`config.mk`:
```
export PLATFORM = sky130hd
export DESIGN_NAME = adder_lfsr32
export DESIGN_NICKNAME = d
export VERILOG_FILES = /design/src/rtl/adder_check_pkg.sv /design/src/rtl/adder_stim_checker_lfsr.sv
export SDC_FILE = /design/constraint.sdc
export NUM_CORES = 1
export LEC_CHECK = 0
export CORE_UTILIZATION = 50
export CTS_BUF_LIST = sky130_fd_sc_hd__clkbuf_8 sky130_fd_sc_hd__clkbuf_16
export CTS_CLUSTER_DIAMETER = 100
export DETAILED_ROUTE_END_ITERATION = 8
export PLACE_DENSITY = 0.94
export SETUP_SLACK_MARGIN = 0.05
export SLEW_MARGIN = 10
export SYNTH_ARGS = -nofsm -noshare
export SYNTH_HDL_FRONTEND = slang
export SYNTH_SLANG_ARGS = --single-unit
```
`constraint.sdc`:
```
create_clock -name clk -period 4.5 [get_ports clk]
set_input_delay 0.45 -clock clk [delete_from_list [all_inputs] [get_ports clk]]
set_output_delay 0.45 -clock clk [all_outputs]
set_load 0.03 [all_outputs]
```
`src/rtl/adder_check_pkg.sv`:
```
// Shared constants and types for the adder stimulus/checker block.
package adder_check_pkg;

    // Number of fixed corner vectors issued before the random phase.
    localparam int unsigned CORNER_COUNT = 5;

    // Fibonacci taps for x^32 + x^22 + x^2 + x + 1 (bit i = exponent i+1).
    localparam logic [31:0] LFSR_TAPS    = 32'h8020_0003;
    localparam logic [31:0] DEFAULT_SEED = 32'hACE1_2025;

    // State encodings kept as plain constants so legacy code can compare against them.
    localparam logic [1:0] ST_IDLE   = 2'd0;
    localparam logic [1:0] ST_CORNER = 2'd1;
    localparam logic [1:0] ST_RANDOM = 2'd2;
    localparam logic [1:0] ST_DONE   = 2'd3;

    typedef enum logic [1:0] {
        CHK_IDLE   = ST_IDLE,
        CHK_CORNER = ST_CORNER,
        CHK_RANDOM = ST_RANDOM,
        CHK_DONE   = ST_DONE
    } chk_state_t;

endpackage

```
`src/rtl/adder_stim_checker_lfsr.sv`:
```
// 32-bit Fibonacci LFSR: loads the seed on request, advances one step when enabled.
module adder_lfsr32
    import adder_check_pkg::*;
#(
    parameter logic [31:0] SEED = DEFAULT_SEED
) (
    input  logic        clk,
    input  logic        rst_n,
    input  logic        load,
    input  logic        step,
    output logic [31:0] state
);

    logic feedback_c;

    // Feedback is the XOR of all tapped bits.
    always_comb begin
        feedback_c = ^(state & LFSR_TAPS);
    end

    // Load takes priority over step so a run always begins at the seed.
    always_ff @(posedge clk or negedge rst_n) begin
        if (!rst_n) begin
            state <= SEED;
        end else if (load) begin
            state <= SEED;
        end else if (step) begin
            state <= {state[30:0], feedback_c};
        end
    end

endmodule

```
==> qor.txt <==
total congestion overflow -> 0
final hold violations -> 0
Regs by FF count -> state (32)
top post-synthesis cells by count -> dfrtp_1, mux2i_1, nor2_1, dfstp_2
IO Count -> 36
Worst Path Max Fanout -> 3
Final ANT Viol Nets -> 0
sum of negative setup slack -> 0 ns
Initial DRC Count -> 9
DR vias/cell -> 5.353
number of synthesized flops with an enable pin -> 0
crit path time final -> 1.949 ns
CTS Hold Bufs -> 0
worst reg2reg path startpoint -> state[21]$_DFFE_PN1P_
dominant synthesized flop cell -> dfrtp_1
outcome -> completed
Clock Skews -> 0.002250 ns
data arrival time of the worst path -> 1.50 ns
fraction of registers with async set/reset -> 1.000
Critical Path End -> state[26]
Yosys top cell area share -> 0.3738
first-pass GRT wire length -> 4119 um
DR WL/cell -> 14.77 um
Avg Inst Size Synth -> 12.63 um2
via count -> 926
CTS buffer count -> 5
final wirelength -> 2556 um
Register Area -> 815.8 um2
power per cell area -> 372.5 nW/um2
Hold Path Class -> reg2reg
post_cts resized -> 0
clock sink count -> 32
crit path kind -> reg2out
capturing point of the worst reg2reg path -> state[0]$_DFFE_PN1P_
area of the multi-input gates -> 483.0 um2
Top reg by flops -> state
crit-path cells -> clkdlybuf4s50_1
IO buf count -> 35
Synth Instances -> 106
filler cell count -> 175
Slew HR -> 0.2666
max reg flops -> 32
final worst slack -> 2.551 ns
drt drc -> 0
leading area contributor after synthesis -> dfrtp_1
fmax -> 0.5131 GHz
critical path depth in cells -> 1
#FFs+latches synth -> 32
Die ar. -> 2889 um2
type of origin of the critical path -> flop
Crit. End Element -> primary output
DR pass1 iterations -> 4
Synth Net Count -> 110
antenna diode count -> 0
Clock Latency Late Sink -> 0.27 ns
GPL Wtd Cong -> 0.6338
FF-to-FF setup slack -> 2.96 ns
Critical path origin -> state[26]$_DFFE_PN1P_
fin crit share -> 0.4331
Post-Syn Area -> 1339 um2
RSZ-0062 raised after global routing -> false
r2r worst-path depth -> 3
Die Y -> 53.75 um
CTS tree -> done
worst path bufs/invs -> 1
ranking of synthesized cells by area -> dfrtp_1, dfstp_2, mux2i_1
delay-heaviest family, CP -> buffers and inverters
Final Max Slew Viols -> 0
pre-CTS setup slack -> 2.373 ns
initial antenna violation count -> 0
dpl hpwl -> 1628 um
CTS Buffer Depth -> 2
measured slew at the worst slew-check pin -> 1.097 ns
setup bufs post-CTS -> 0
total number of yosys warnings -> 0
Seq/Total Area, Yosys -> 0.6093
share of cells above drive strength 1 -> 0.1469
final layout net count -> 146
Area Growth Syn to Fin -> 33.18%
Leak -> 0.0008314 uW
GRT Overall Usage -> 0.2128
number of max-cap violations -> 0
Site Rows -> 18
Die W -> 53.75 um
peak supply drop -> 0.2668 mV
peak per-stage delay on the critical path -> 0.68 ns
clk slew on worst S/H paths -> 0.06 ns
core area -> 2500 um2
largest net degree at the start of global routing -> 43
H-tree levels -> 2
required time of the critical path -> 4.05 ns
min-delay src -> state[28]$_DFFE_PN0P_
Max stage delay cell, worst path -> clkdlybuf4s50_1
clock root buffer -> clkbuf_8
Initial Util -> 0.5355
setup violators final -> 0
synth unique cells -> 16
vias in the first global route -> 889
## metal layers
layer,wire (um),part of all wire,track usage,up-vias
met3,85,0.033,0.07062,4
met1,1112,0.44,0.2578,470
met5,0,0,0,-
li1,-,-,-,432
met4,29,0.011,0.1360,0
met2,1328,0.52,0.3230,20
## area by class of cell
type	count	area share
Clock inverter	2	0.004211
Sequential cell	32	0.4575
Clock buffer	6	0.04632
Timing Repair Buffer	36	0.1979
Inverter	1	0.002105
Multi-Input combinational cell	66	0.2709
Tap cell	30	0.02105
## cell usage in the layout (no fill, tap or decap)
cell type,instances
clkdlybuf4s50_1,34
mux2i_1,20
nor2_1,20
dfrtp_1,20
dfstp_2,12
nor2b_1,10
a211o_1,10
clkbuf_8,6
inv_1,3
and2_1,1
a211o_2,1
xnor3_1,1
nor3_1,1
o21ai_1,1
or3b_1,1
buf_2,1
buf_4,1
## report_power, final
part | internal (uW) | switching, uW | total, uW
sequential | 311 | 14.2 | 326
combinational | 53.7 | 69.5 | 123
clock | 120 | 95.4 | 215
total | 485 | 179 | 664
## worst min path at each step
stage               slack, ns                    end  cells past startpoint
finish                   0.52  state[29]$_DFFE_PN1P_                      1
floorplan                0.15  state[10]$_DFFE_PN0P_                      0
global placement         0.51  state[13]$_DFFE_PN1P_                      1
detailed placement       0.50  state[21]$_DFFE_PN1P_                      1
global route             0.56  state[21]$_DFFE_PN1P_                      1
CTS                      0.52  state[21]$_DFFE_PN1P_                      1
## logic make-up after synthesis
| logic type | count (synthesis) | synth area share |
|---|---|---|
| XOR/XNOR | 1 | 0.01682 |
| multiplexers | 20 | 0.1495 |
| AND/OR/NAND/NOR | 33 | 0.1178 |
| AO/OA/AOI/OAI | 12 | 0.07663 |
| flip-flops | 32 | 0.6093 |
| buffers and inverters | 8 | 0.02990 |
## stage by stage
| step | cells | hold slack (ns) | cell area [um2] | utilization | total power, uW |
|---|---|---|---|---|---|
| floorplan | 106 | 0.1544 | 1339 | - | 404.2 |
| global placement | 165 | 0.5074 | 1693 | 0.6772 | 449.8 |
| detailed placement | 165 | 0.5031 | 1693 | 0.6772 | 454.0 |
| CTS | 173 | 0.5243 | 1783 | 0.7132 | 671.7 |
| global route | 173 | 0.5569 | 1783 | 0.7132 | 692.6 |
| finish | 173 | 0.5198 | 1783 | 0.7132 | 664.1 |
Note: power is estimated with default switching activity, not from simulation.
